$ cat src/rtl/cordic_sched_pkg.sv
// Shared definitions for the CORDIC request scheduler.
//   MODE_R2P / MODE_P2R : request mode encodings (rect->polar, polar->rect)
//   TAG_CH_W            : channel field width carried in a result tag (>= CW)
//   tag_t               : {valid, ch, mode} travelling alongside a CORDIC slot
package cordic_sched_pkg;

    localparam logic MODE_R2P = 1'b0;
    localparam logic MODE_P2R = 1'b1;

    // Channel field is sized for the largest supported CW; the top casts in and out.
    localparam int TAG_CH_W = 8;

    typedef struct packed {
        logic                valid;
        logic [TAG_CH_W-1:0] ch;
        logic                mode;
    } tag_t;

endpackage

$ cat src/rtl/cordic_sched_rr_arb.sv
// N-way round-robin arbiter (N = 2**IW).
//   clk, rst : clock, asynchronous active-high reset (pointer to 0)
//   en       : arbitrate this cycle; no grant and no pointer move when low
//   req      : request vector
//   gnt      : one-hot grant (combinational)
//   idx      : index of the winning request
//   hit      : a grant is issued this cycle
// The first request at or after the pointer wins; the pointer then moves to winner+1.
module rr_arb #(
    parameter int N  = 4,
    parameter int IW = 2
) (
    input  logic          clk,
    input  logic          rst,
    input  logic          en,
    input  logic [N-1:0]  req,
    output logic [N-1:0]  gnt,
    output logic [IW-1:0] idx,
    output logic          hit
);

    logic [IW-1:0] ptr;
    logic [IW-1:0] cand;
    logic          found;

    always_comb begin
        found = 1'b0;
        idx   = '0;
        cand  = '0;
        // IW-bit addition wraps naturally because N == 2**IW.
        for (int i = 0; i < N; i++) begin
            cand = ptr + IW'(i);
            if (!found && req[cand]) begin
                found = 1'b1;
                idx   = cand;
            end
        end
        hit = en & found;
        gnt = '0;
        if (hit) gnt[idx] = 1'b1;
    end

    always_ff @(posedge clk or posedge rst) begin
        if (rst) begin
            ptr <= '0;
        end else if (hit) begin
            ptr <= idx + IW'(1);
        end
    end

endmodule

$ cat src/rtl/cordic_sched.sv
// Shares one two-phase CORDIC among 2**CW requesters.
//   clk, rst            : clock, asynchronous active-high reset
//   req_valid/req_ready : per-channel request handshake
//   req_mode/a/b/ph     : per-channel operands, channel k at [k*W +: W]
//   c_phase, c_in_*     : operand stream to the CORDIC
//   c_out_iq, c_out_mp  : CORDIC result words (mode 1 / mode 0)
//   res_*               : result pulse with channel and mode tag
//
// Handshake: a request is consumed in the cycle where req_valid[k] & req_ready[k];
// req_ready is a one-hot combinational grant raised only in arbitration cycles, so a
// requester may change or drop req_valid freely until it sees ready.
//
// Timing: sph is the slot phase. Grants happen when sph==0; the granted operands are
// registered and shown on the next cycle together with c_phase=0, so c_phase is always
// ~sph. LAT counts clock edges from the edge launching the phase-0 operand to the edge
// that samples the phase-0 result, which places res_valid LAT+2 cycles after the grant.
// LAT must be even and at least 4.
module cordic_sched
    import cordic_sched_pkg::*;
#(
    parameter int CW  = 2,
    parameter int DW  = 18,
    parameter int PW  = 19,
    parameter int LAT = 20
) (
    input  logic                  clk,
    input  logic                  rst,
    input  logic [(2**CW)-1:0]    req_valid,
    input  logic [(2**CW)-1:0]    req_mode,
    input  logic [(2**CW)*DW-1:0] req_a,
    input  logic [(2**CW)*DW-1:0] req_b,
    input  logic [(2**CW)*PW-1:0] req_ph,
    output logic [(2**CW)-1:0]    req_ready,
    output logic                  c_phase,
    output logic [DW-1:0]         c_in_iq,
    output logic [DW-1:0]         c_in_xy,
    output logic [PW-1:0]         c_in_ph,
    input  logic [DW-1:0]         c_out_iq,
    input  logic [DW-1:0]         c_out_mp,
    output logic                  res_valid,
    output logic [CW-1:0]         res_ch,
    output logic                  res_mode,
    output logic [DW-1:0]         res_a,
    output logic [DW-1:0]         res_b
);

    localparam int NCH = 2**CW;

    logic          sph;
    logic [CW-1:0] gnt_idx;
    logic          gnt_hit;
    logic          gnt_mode;
    logic [DW-1:0] gnt_a;
    logic [DW-1:0] gnt_b;
    logic [PW-1:0] gnt_ph;

    // Second-phase state of the slot currently on the CORDIC inputs.
    logic          hold_v;
    logic          hold_mode;
    logic [DW-1:0] hold_b;

    tag_t          new_tag;
    tag_t          tag_q [LAT];
    tag_t          exit_tag;
    tag_t          pend;
    logic [DW-1:0] word0;

    rr_arb #(
        .N  (NCH),
        .IW (CW)
    ) u_arb (
        .clk (clk),
        .rst (rst),
        .en  (~sph),
        .req (req_valid),
        .gnt (req_ready),
        .idx (gnt_idx),
        .hit (gnt_hit)
    );

    assign gnt_mode = req_mode[gnt_idx];
    assign gnt_a    = req_a[gnt_idx*DW +: DW];
    assign gnt_b    = req_b[gnt_idx*DW +: DW];
    assign gnt_ph   = req_ph[gnt_idx*PW +: PW];

    // Phase toggle and operand serialisation.
    always_ff @(posedge clk or posedge rst) begin
        if (rst) begin
            sph       <= 1'b1;
            c_phase   <= 1'b0;
            c_in_iq   <= '0;
            c_in_xy   <= '0;
            c_in_ph   <= '0;
            hold_v    <= 1'b0;
            hold_mode <= MODE_R2P;
            hold_b    <= '0;
        end else begin
            sph     <= ~sph;
            c_phase <= sph;
            if (!sph) begin
                hold_v    <= gnt_hit;
                hold_mode <= gnt_mode;
                hold_b    <= gnt_b;
                c_in_iq   <= '0;
                c_in_xy   <= '0;
                c_in_ph   <= '0;
                if (gnt_hit) begin
                    if (gnt_mode == MODE_R2P) begin
                        c_in_iq <= gnt_a;
                    end else begin
                        c_in_xy <= gnt_a;
                        c_in_ph <= gnt_ph;
                    end
                end
            end else begin
                c_in_xy <= '0;
                c_in_ph <= '0;
                c_in_iq <= (hold_v && hold_mode == MODE_R2P) ? hold_b : '0;
            end
        end
    end

    // A tag enters only on a grant, which only happens when sph==0, so odd stages stay empty.
    always_comb begin
        new_tag       = '0;
        new_tag.valid = gnt_hit;
        new_tag.ch    = TAG_CH_W'(gnt_idx);
        new_tag.mode  = gnt_mode;
    end

    always_ff @(posedge clk or posedge rst) begin
        if (rst) begin
            for (int i = 0; i < LAT; i++) tag_q[i] <= '0;
        end else begin
            tag_q[0] <= new_tag;
            for (int i = 1; i < LAT; i++) tag_q[i] <= tag_q[i-1];
        end
    end

    assign exit_tag = tag_q[LAT-1];

    // exit_tag lines up with the phase-0 result word; pend with the phase-1 word.
    always_ff @(posedge clk or posedge rst) begin
        if (rst) begin
            pend      <= '0;
            word0     <= '0;
            res_valid <= 1'b0;
            res_ch    <= '0;
            res_mode  <= MODE_R2P;
            res_a     <= '0;
            res_b     <= '0;
        end else begin
            pend      <= exit_tag;
            res_valid <= pend.valid;
            if (exit_tag.valid) begin
                word0 <= (exit_tag.mode == MODE_P2R) ? c_out_iq : c_out_mp;
            end
            if (pend.valid) begin
                res_ch   <= CW'(pend.ch);
                res_mode <= pend.mode;
                res_a    <= word0;
                res_b    <= (pend.mode == MODE_P2R) ? c_out_iq : c_out_mp;
            end
        end
    end

endmodule

$ cat config.mk
export PLATFORM = sky130hd
export DESIGN_NAME = cordic_sched
export DESIGN_NICKNAME = d
export VERILOG_FILES = /design/src/rtl/cordic_sched_pkg.sv /design/src/rtl/cordic_sched_rr_arb.sv /design/src/rtl/cordic_sched.sv
export SDC_FILE = /design/constraint.sdc
export NUM_CORES = 1
export LEC_CHECK = 0
export ABC_AREA = 1
export CAP_MARGIN = 20
export CORE_AREA = 2 2 175 177
export CTS_CLUSTER_SIZE = 25
export DETAILED_ROUTE_END_ITERATION = 10
export DIE_AREA = 0 0 177 179
export DONT_BUFFER_PORTS = 1
export GPL_ROUTABILITY_DRIVEN = 0
export HOLD_SLACK_MARGIN = 0.08
export MAX_ROUTING_LAYER = met4
export SYNTH_ARGS = -nofsm -noshare
export SYNTH_HDL_FRONTEND = slang
export SYNTH_SLANG_ARGS = --single-unit
$ cat constraint.sdc
create_clock -name clk -period 16.7 [get_ports clk]
set_input_delay 3.34 -clock clk [delete_from_list [all_inputs] [get_ports clk]]
set_output_delay 3.34 -clock clk [all_outputs]
set_load 0.05 [all_outputs]
# After elaboration in Yosys (flattened, before gate mapping)
# Cells that the tools add are included.
totals:
  register_bits: 221
  in_bits: 266
  output_inout_bits: 100
op_classes:
  n_addsub: 4
  multipliers: 2
  order_cmp: 6
  shifts: 3
  muxes: 33
  n_bitwise: 3
  n_reduce_logical: 8
ops:
  columns: ["cell", "n"]
  rows:
  - ["18-bit two-way mux", 9]
  - ["72-bit by 8-bit variable part select with 18-bit output", 2]
  - ["76-bit by 8-bit variable part select with 19-bit output", 1]
  - ["19-bit two-way mux", 3]
  - ["2-bit by 3-bit < comparator with 1-bit output, second input constant", 5]
  - ["1-bit binary-select mux with 2-bit select", 5]
  - ["1-bit two-way mux", 10]
  - ["2-bit two-way mux", 4]
  - ["2-bit by 5-bit multiplier with 7-bit output, second input constant", 1]
  - ["2-bit by 4-bit multiplier with 6-bit output, second input constant", 1]
  - ["1-bit logical AND", 5]
  - ["2-bit by 1-bit adder with 2-bit output, second input constant", 2]
  - ["2-bit adder, second input constant", 2]
  - ["4-bit two-way mux", 1]
  - ["1-bit logical NOT", 3]
  - ["1-bit demux with 2-bit select", 1]
  - ["2-bit by 1-bit greater-or-equal comparator with 1-bit output, second input constant", 1]
  - ["1-bit inverter", 2]
  - ["1-bit bitwise AND", 1]

# Depth between registers and ports, before layout
# Gate-level depths: netlist (run 1).
logic_depth:
  ltp_word: 17
  depth_mapped: 16

# By module
# Synthesis (run 1) repeated with hierarchy kept, for this count alone.
hier_totals:
  cells_unflattened: 1252
  hier_area_um2: 10024.6
modules_own_cells:
  columns: ["mod", "n_inst", "cells_each", "area_per_inst_um2"]
  rows:
  - ["cordic_sched", 1, 1166, 9559.2]
  - ["rr_arb", 1, 86, 465.4]

# Worst setup path after synthesis (run 1)
# No wires, ideal clock.
synth_timing:
  path_type: "input port to output port"
  start: "input port req_valid[3]"
  end: "output port req_ready[2]"
  arrival_time_ns: 5.205
  t_required_ns: 13.360
  slack_ns: 8.155
  path_stages: 14
  path_cell_list: "inv_1 > nand2_2 > nand3_2 > nand2_4 > nor2_8 > nand3_1 > nand3_2 > nand2_4 > inv_4 > buf_8 > buf_2 > ha_1 > inv_1 > nor2_1"
synth_between:
  elab_chain_cells: 17
synth_rtl:
  columns: ["element", "line_no", "text"]
  rows:
  - ["start, declared", "cordic_sched.sv:28", "input logic [(2**CW)-1:0] req_valid,"]
  - ["1-bit binary-select mux with 2-bit select", "cordic_sched_rr_arb.sv:33", "if (!found && req[cand]) begin"]
  - ["1-bit two-way mux (implied by the code)", "cordic_sched_rr_arb.sv:33", null]
  - ["1-bit two-way mux", "cordic_sched_rr_arb.sv:33", null]
  - ["1-bit logical NOT", "cordic_sched_rr_arb.sv:33", null]
  - ["1-bit logical AND", "cordic_sched_rr_arb.sv:33", null]
  - ["1-bit two-way mux", "cordic_sched_rr_arb.sv:33", null]
  - ["1-bit logical NOT", "cordic_sched_rr_arb.sv:33", null]
  - ["1-bit logical AND", "cordic_sched_rr_arb.sv:33", null]
  - ["[2 not listed]", null, null]
  - ["1-bit logical AND", "cordic_sched_rr_arb.sv:33", null]
  - ["2-bit two-way mux (*)", "cordic_sched_rr_arb.sv:33", null]
  - ["net gnt_idx[1]", "cordic_sched.sv:50", "logic [CW-1:0] gnt_idx;"]
  - ["2-bit by 3-bit < comparator with 1-bit output (implied by the code) / 2-bit by 1-bit greater-or-equal comparator with 1-bit output (equally long branches)", "cordic_sched_rr_arb.sv:40", "if (hit) gnt[idx] = 1'b1;"]
  - ["1-bit logical AND (implied by the code)", "cordic_sched_rr_arb.sv:40", null]
  - ["1-bit two-way mux (implied by the code)", "cordic_sched_rr_arb.sv:40", null]
  - ["1-bit demux with 2-bit select (*)", null, null]
  - ["4-bit two-way mux (*)", "cordic_sched_rr_arb.sv:40", null]
  - ["end, declared", "cordic_sched.sv:33", "output logic [(2**CW)-1:0] req_ready,"]
# Mark *: on every way through the listed nets, which the timed path passes. The rest lies on a longest branch. The select of a mux whose other input is x is not followed.

# Worst setup path after layout (run 1)
layout_timing:
  start: "input port req_valid[3]"
  end: "output port req_ready[3]"
layout_between:
  elab_chain_cells: 17
layout_rtl:
  columns: ["element", "line_no"]
  rows:
  - ["1-bit binary-select mux with 2-bit select", "cordic_sched_rr_arb.sv:33"]
  - ["1-bit two-way mux (implied by the code)", "cordic_sched_rr_arb.sv:33"]
  - ["1-bit two-way mux", "cordic_sched_rr_arb.sv:33"]
  - ["1-bit logical NOT", "cordic_sched_rr_arb.sv:33"]
  - ["1-bit logical AND", "cordic_sched_rr_arb.sv:33"]
  - ["1-bit two-way mux", "cordic_sched_rr_arb.sv:33"]
  - ["1-bit logical NOT", "cordic_sched_rr_arb.sv:33"]
  - ["1-bit logical AND", "cordic_sched_rr_arb.sv:33"]
  - ["1-bit two-way mux", "cordic_sched_rr_arb.sv:33"]
  - ["1-bit logical NOT", "cordic_sched_rr_arb.sv:33"]
  - ["1-bit logical AND", "cordic_sched_rr_arb.sv:33"]
  - ["2-bit two-way mux", "cordic_sched_rr_arb.sv:33"]
  - ["2-bit by 3-bit < comparator with 1-bit output (implied by the code) / 2-bit by 1-bit greater-or-equal comparator with 1-bit output (equally long branches)", "cordic_sched_rr_arb.sv:40"]
  - ["1-bit logical AND (implied by the code)", "cordic_sched_rr_arb.sv:40"]
  - ["1-bit two-way mux (implied by the code)", "cordic_sched_rr_arb.sv:40"]
  - ["1-bit demux with 2-bit select", null]
  - ["4-bit two-way mux (*)", "cordic_sched_rr_arb.sv:40"]
# Mark *: on every way between the ends. The rest lies on a longest branch, timed or not. The select of a mux whose other input is x is not followed.

==> impl_metrics.ini, run 1 <==
[run_status]
status = completed

[yosys]
ys_ff_latch = 221
yosysTopAreaCellShare = 0.534
synth_ff_type = dfrtp_1
yosysTopAreaCell = dfrtp_1
synth_area_mm2 = 0.0103
yosysWarnings = 0
seq_area_frac_synth = 0.536
netlist_instances = 1180
yosysMostFrequentCell = nand2_1
synth.distinct_cells = 30
postSynthAreaPerCell_um2 = 8.74
synth_edf_count = 0
async_reset_ff_frac = 1.00
ys_top_cells_by_area = dfrtp_1, nand2_1, nand3_1
syn_nets = 1450
netlist_top_cells_count = nand2_1, dfrtp_1, inv_1

[sta]
setup_ws_ns = 6.36
rsz0062_at_grt = false
timing.slew.headroom = 0.266
period_minus_slack_ns = 10.34
maxSlewViolCount = 0
tightestPinTransition_ns = 1.10
hold_violations = 0
setup_viol = 0
fin_tns_setup_ns = 0
max_freq_ghz = 0.0967
finalCritPeriodShare = 0.619
finalClockSkew_ns = 0.00765

[route]
vias = 7777
detail_route.vias_per_cell = 5.02
drt_pass1_iterations = 4
drc = 0
first_iter_violations = 495
ant_nets = 0
wl_mm = 27.3
routedWlPerCell_um = 17.6

[cts]
clk_pin_slew_worst_paths_ns = 0.06
cts_setup_buffers = 0
clk_latency_ns = 0.52
cts_root_buffer = clkbuf_16
numCtsBuffers = 26
cts_tree = yes
htreeDepth = 1
cts_resized = 0
postCtsHoldBufs = 0
clock_sinks = 221
clockBufferDepth = 3

[hold_path]
min_path_type = reg2reg
hold_depth = 0
hold_end = tag_q[72]
hp-start = tag_q[82]

[cells_and_area]
final_nets = 1404
syn2layout_area_growth_pct = 10.0
final_area_mm2 = 0.0113
num_antenna_cells = 0
layout.cells.non_filler = 1550
layout-drive-gt1-share = 0.110

[die]
fp-row-count = 64
die_h_um = 179
die_x_um = 177
ios = 366
core-area_mm2 = 0.0300
initial_core_util = 0.343
die-area_mm2 = 0.0317

[job]
maxCapViolCount = 0

[global_routing]
grt_pass1_vias = 7741
track_usage = 0.176
grt_pass1_wl_mm = 42.5
antenna_found_initial = 0
gr-total-overflow = 0
grt_start_max_net_pins = 142

[critical_path]
cp_slowest_cell = inv_2
reg2regPathDepth = 13
crit_top_cell = nand2_2
path_buf_inv = 3
regToRegSetupSlack_ns = 11.86
startpoint_type = primary input
worstSetupPathType = in2out
cp-end-kind = output port
crit_required_ns = 13.36
max_stage_delay_ns = 0.93
reg2reg_from = u_arb.ptr[0]
path_delay_family = simple AND/OR/NAND/NOR gates
cp_max_fo = 59
worstPathCellList = inv_1, nand2_2, nand3_1, nand2_1, nand2_2, nand2_2, nand2_2, nand3_4, inv_2, ha_1, inv_1, nor2_1
arrival_ns = 7.00
r2r-end = c_in_xy[7]

[placement]
pre_cts_ws_ns = 6.43
dpl_cell_area_mm2 = 0.0104
place_hpwl_mm = 19.5
place_inst = 1501
port_buffers = 0

[power_and_ir_drop]
leakage_nw = 5.54
pwr_density_cell_mw_per_mm2 = 274
vdd_ir_drop_max_uv = 309
power_mw = 3.11
area by class of cell:
type / count / area, µm²
Inverter: 147 / 562
Timing Repair Buffer: 5 / 50.0
Clock buffer: 33 / 728
Fill cell: 3039 / 18700
Multi-Input combinational cell: 733 / 3770
Tap cell: 396 / 495
Sequential cell: 221 / 5530
Clock inverter: 15 / 209
metal layers:
metal	global-route usage	wire length [µm]
met1	0.216	11400
met4	0.0486	617
met3	0.0494	2510
met2	0.286	12800
met5	-	0
cell families after synthesis:
group / share of synthesized area
AO/OA/AOI/OAI: 0.102
flip-flops: 0.536
multiplexers: 0.00437
AND/OR/NAND/NOR: 0.254
adder cells (fa/ha/maj): 0.00485
buffers and inverters: 0.0983
layout by cell type (no fill, tap or decap), drive strengths merged:
| cell | count |
|---|---|
| dfrtp | 220 |
| nand3 | 139 |
| nand4 | 38 |
| clkbuf | 33 |
| a21oi | 73 |
| inv | 147 |
| buf | 5 |
| o21a | 19 |
| bufinv | 5 |
| mux2 | 4 |
| nand2 | 297 |
| ha | 4 |
| o21ai | 58 |
| nor2 | 82 |
| dfstp | 1 |
| clkinvlp | 2 |
| o211ai | 19 |
| clkinv | 8 |
worst reg2reg max path, delay by kind of cell, from the launching register on:
| family | cells | cell delay (ns) |
|---|---|---|
| AO/OA/AOI/OAI | 1 | 0.40 |
| buffers and inverters | 2 | 0.94 |
| flip-flops | 1 | 0.60 |
| AND/OR/NAND/NOR | 10 | 2.79 |
sequential cells by signal, indices dropped and copies added, names as in the netlist, 2 cells and up:
| name | count |
|---|---|
| word0 | 18 |
| pend | 4 |
| c_in_iq | 18 |
| hold_b | 18 |
| exit_tag | 4 |
| res_b | 18 |
| tag_q | 76 |
| c_in_ph | 19 |
| u_arb.ptr | 2 |
| res_a | 18 |
| c_in_xy | 18 |
| res_ch | 2 |
power breakdown:
part           total, mW  internal [mW]  switching [mW]  leakage (nW)
Combinational       1.26          0.355           0.909          2.40
Sequential          1.24          0.750           0.488          2.68
Clock              0.603          0.385           0.218         0.460
through the flow:
stage	utilization	hold WS, ns
final	0.378	0.343
after floorplan	-	0.331
after CTS	0.377	0.346
after detailed placement	0.346	0.335
after global routing	0.378	0.351
after global placement	0.346	0.331
worst max-delay path by stage:
stage                       from      endpoint  cells past startpoint
floorplan                    rst    c_in_iq[0]                      1
global placement    req_valid[3]  req_ready[3]                     12
detailed placement  req_valid[3]  req_ready[3]                     12
CTS                 req_valid[3]  req_ready[3]                     12
global route        req_valid[3]  req_ready[3]                     12
finish              req_valid[3]  req_ready[3]                     12
(Power assumes the default switching activity.)
==> inputs of run 2 (changes only) <==
Clock period 16.7 ns to 8.39 ns, I/O delays scaled along.
==> impl_metrics.ini, run 2 (synthesis gave the netlist of run 1 again) <==
[cells_and_area]
layout.cells.non_filler = 1554
syn2layout_area_growth_pct = 9.41
largest_register = tag_q
reg_top3 = tag_q: 76 flops, c_in_ph: 19 flops
final_common_cell = nand2_1
largest_reg_flops = 76
final_nets = 1409
layout-drive-gt1-share = 0.108
nFillCells = 3040
post-route-util = 0.376
final_area_mm2 = 0.0113
final_cell_mix = nand2_1, dfrtp_1, inv_1, nand3_1, nor2_1

[critical_path]
worstSetupPathType = in2out
crit_top_cell = nand2_2
worstPathCellList = inv_1, nand2_2, nand3_1, nand2_1, nand2_2, nand2_2, nand2_2, buf_4, nand3_4, inv_2, ha_1, inv_1, nor2_1, buf_4
crit_required_ns = 6.71
cp_slowest_cell = inv_2
arrival_ns = 4.89
cp_max_fo = 66
max_stage_delay_ns = 0.97
cp-end-kind = output port
regToRegSetupSlack_ns = 3.79
startpoint_type = primary input

[power_and_ir_drop]
power_mw = 6.05
leakage_nw = 5.50
vdd_ir_drop_max_uv = 587
pwr_density_cell_mw_per_mm2 = 536

[global_routing]
grt_start_max_net_pins = 89
track_usage = 0.175
gr-total-overflow = 0
antenna_found_initial = 1
grt_pass1_wl_mm = 42.2
grt_pass1_vias = 7606

[sta]
finalCritPeriodShare = 0.782
setup_viol = 0
max_freq_ghz = 0.152
maxSlewViolCount = 0
hold_violations = 0
timing.slew.headroom = 0.333
fin_tns_setup_ns = 0
tightestPinTransition_ns = 1.00
period_minus_slack_ns = 6.56
rsz0062_at_grt = false
finalClockSkew_ns = 0.00843

[route]
detail_route.vias_per_cell = 5.02
first_iter_violations = 559
drc = 0
routedWlPerCell_um = 17.7
wl_mm = 27.4
ant_nets = 0
vias = 7801
drt_pass1_iterations = 6

[die]
initial_core_util = 0.343
fp-row-count = 64
die_h_um = 179
die_x_um = 177
ios = 366
die-area_mm2 = 0.0317
core-area_mm2 = 0.0300

[cts]
clockBufferDepth = 3
cts_root_buffer = clkbuf_16
numCtsBuffers = 25
clk_pin_slew_worst_paths_ns = 0.06
cts_tree = yes
cts_resized = 0
htreeDepth = 1
clock_sinks = 221
cts_setup_buffers = 0
postCtsHoldBufs = 0
clk_latency_ns = 0.51

[job]
maxCapViolCount = 0

[placement]
place_hpwl_mm = 19.6
port_buffers = 0
dpl_cell_area_mm2 = 0.0104
place_inst = 1506

[run_status]
status = completed

[hold_path]
min_path_type = reg2reg
## run 2: cell types whose count changed in the layout (fill, tap and decap cells not counted), sizes merged
cell,change
buf,+6
bufinv,-3
clkbuf,+4
clkinv,-6
diode,+1
inv,+2
## run 2: final timing paths
| kind | from | to | cells past startpoint |
|---|---|---|---|
| max | req_valid[3] | req_ready[3] | 14 |
| min | tag_q[182] | tag_q[172] | 0 |
| max reg2reg | u_arb.ptr[0] | c_in_ph[0] | 13 |
| min reg2reg | tag_q[182] | tag_q[172] | 0 |
| max in group asynchronous | rst | pend[9] | 2 |
| min in group asynchronous | rst | c_in_ph[4] | 1 |
## run 2: metrics by stage
step                      setup slack (ns)  hold slack, ns
after floorplan                      0.664           0.331
after global placement                2.03           0.332
after detailed placement              1.88           0.335
after CTS                             1.87           0.344
after global routing                  1.51           0.345
final                                 1.83           0.345
## run 2: cell type report
| type | instances | area [µm²] | area share |
|---|---|---|---|
| clock inverter | 8 | 103 | 0.00909 |
| inverter | 147 | 562 | 0.0498 |
| multi-input combinational | 733 | 3770 | 0.334 |
| timing repair buffer | 11 | 110 | 0.00976 |
| tap | 396 | 495 | 0.0439 |
| antenna | 1 | 2.50 | 0.000222 |
| clock buffer | 37 | 711 | 0.0630 |
| sequential | 221 | 5530 | 0.490 |
## run 2: layer usage
layer  wire length (µm)  share of wire  track usage  vias up
li1                   -              -            -     3690
met1              11400           0.42        0.219     3729
met2              13000           0.47        0.283      333
met3               2360          0.086       0.0422       49
met4                624          0.023       0.0475        0
met5                  0              0            -        -
## run 2: where the power goes
part,internal (mW),switching [mW]
combinational,0.726,1.81
sequential,1.49,0.948
clock,0.649,0.427
total,2.87,3.18
## run 2: worst max-delay path, delay by kind of cell
family / cells / cell delay, ns
adder cells (fa/ha/maj): 1 / 0.29
buffers and inverters: 5 / 1.68
AND/OR/NAND/NOR: 8 / 1.16
==> inputs of run 3 (changes only) <==
Clock period 8.39 ns to 5.3 ns, I/O delays scaled along.
==> impl_metrics.ini, run 3 (synthesis gave the netlist of run 1 again) <==
[critical_path]
cp_max_fo = 59
arrival_ns = 3.65
regToRegSetupSlack_ns = 1.41
startpoint_type = register
worstSetupPathType = reg2out
reg2regPathDepth = 13
crit_required_ns = 4.24
crit_top_cell = nand2_4
worstPathCellList = inv_2, nand2_1, nand2_4, nand2_4, nand2_4, nor2_8, nand3_4, nand3_4, buf_4, ha_1, inv_1, nor2_1, buf_4
max_stage_delay_ns = 0.61
cp_slowest_cell = dfrtp_1
path_delay_family = simple AND/OR/NAND/NOR gates
reg2reg_from = u_arb.ptr[0]
cp-end-kind = output port
r2r-end = c_in_ph[4]
path_buf_inv = 4

[cells_and_area]
final_common_cell = nand2_1
largest_reg_flops = 76
final_cell_mix = nand2_1, dfrtp_1, inv_1, nand3_1, nor2_1
num_antenna_cells = 0
reg_top3 = tag_q: 76 flops, c_in_ph: 19 flops
largest_register = tag_q
post-route-util = 0.377
final_nets = 1414
layout-drive-gt1-share = 0.111
syn2layout_area_growth_pct = 9.90

[sta]
hold_violations = 0
period_minus_slack_ns = 4.71
maxSlewViolCount = 0
finalClockSkew_ns = 0.0119
max_freq_ghz = 0.212
rsz0062_at_grt = false
setup_ws_ns = 0.589
fin_tns_setup_ns = 0
finalCritPeriodShare = 0.889
setup_viol = 0
tightestPinTransition_ns = 1.03
timing.slew.headroom = 0.310

[global_routing]
grt_pass1_vias = 7560
grt_start_max_net_pins = 189
grt_pass1_wl_mm = 42.3
antenna_found_initial = 0
track_usage = 0.176
gr-total-overflow = 0

[cts]
htreeDepth = 1
cts_resized = 0
cts_setup_buffers = 0
clk_pin_slew_worst_paths_ns = 0.06
clockBufferDepth = 3
clock_sinks = 221
numCtsBuffers = 25
clk_latency_ns = 0.51
cts_root_buffer = clkbuf_16
postCtsHoldBufs = 0
cts_tree = yes

[placement]
port_buffers = 0
pre_cts_ws_ns = 0.848
place_hpwl_mm = 19.4

[route]
vias = 7738
detail_route.vias_per_cell = 4.97
wl_mm = 27.5
drt_pass1_iterations = 4
drc = 0
ant_nets = 0
routedWlPerCell_um = 17.6
first_iter_violations = 463

[die]
die-area_mm2 = 0.0317
initial_core_util = 0.343
fp-row-count = 64
die_x_um = 177
ios = 366
die_h_um = 179
core-area_mm2 = 0.0300

[run_status]
status = completed

[hold_path]
min_path_type = in2async

[power_and_ir_drop]
pwr_density_cell_mw_per_mm2 = 859
leakage_nw = 5.53
vdd_ir_drop_max_uv = 418

[job]
maxCapViolCount = 0
[run 3: changes by cell type in the layout (fill, tap and decap cells not counted)]
cell,delta
buf_12,+1
buf_4,+5
buf_8,-1
bufinv_16,+1
clkinv_4,+1
diode_2,-1
inv_6,-2
inv_8,-1
[run 3: routing by layer]
metal,part of all wire,vias up,global-route usage
met3,0.097,56,0.0528
met5,0,-,-
met4,0.030,0,0.0613
li1,-,3699,-
met2,0.44,347,0.267
met1,0.43,3636,0.225
[run 3: layout make-up]
type,instances,area [µm²]
Inverter,147,558
Clock inverter,7,116
Multi-Input combinational cell,733,3770
Timing Repair Buffer,16,153
Tap cell,396,495
Sequential cell,221,5530
Fill cell,3042,18700
Clock buffer,37,711
[run 3: how the worst max path moves through the flow]
stage / startpoint / to / slack [ns] / depth (start not counted)
after floorplan: req_valid[3] / req_ready[2] / 1.32 / 14
after global routing: u_arb.ptr[0] / req_ready[0] / 0.34 / 13
after detailed placement: req_valid[3] / req_ready[2] / 0.85 / 12
after CTS: u_arb.ptr[0] / req_ready[0] / 0.62 / 13
after global placement: req_valid[3] / req_ready[2] / 0.95 / 12
final: u_arb.ptr[0] / req_ready[0] / 0.59 / 13
[run 3: per-stage QoR]
stage	hold WS [ns]	power [mW]	cell area, µm²	instances
6_report	0.314	9.73	11300	1557
5_1_grt	0.299	10.5	11300	1557
4_1_cts	0.289	9.81	11300	1556
3_5_place_dp	0.335	8.04	10500	1512
3_3_place_gp	0.332	7.95	10500	1512
2_1_floorplan	0.331	7.22	10300	1180
[run 3: worst register-to-register path, delay by kind of cell, from the launching register on]
kind | cells | cell delay, ns
AOI/OAI and AO/OA | 1 | 0.34
buffers and inverters | 2 | 0.77
DFF | 1 | 0.61
and+or+nand+nor | 10 | 2.07
[run 3: power by group]
group / switching (mW) / internal (mW)
Clock: 0.667 / 1.07
Sequential: 1.50 / 2.36
Combinational: 2.96 / 1.18
Total: 5.12 / 4.61
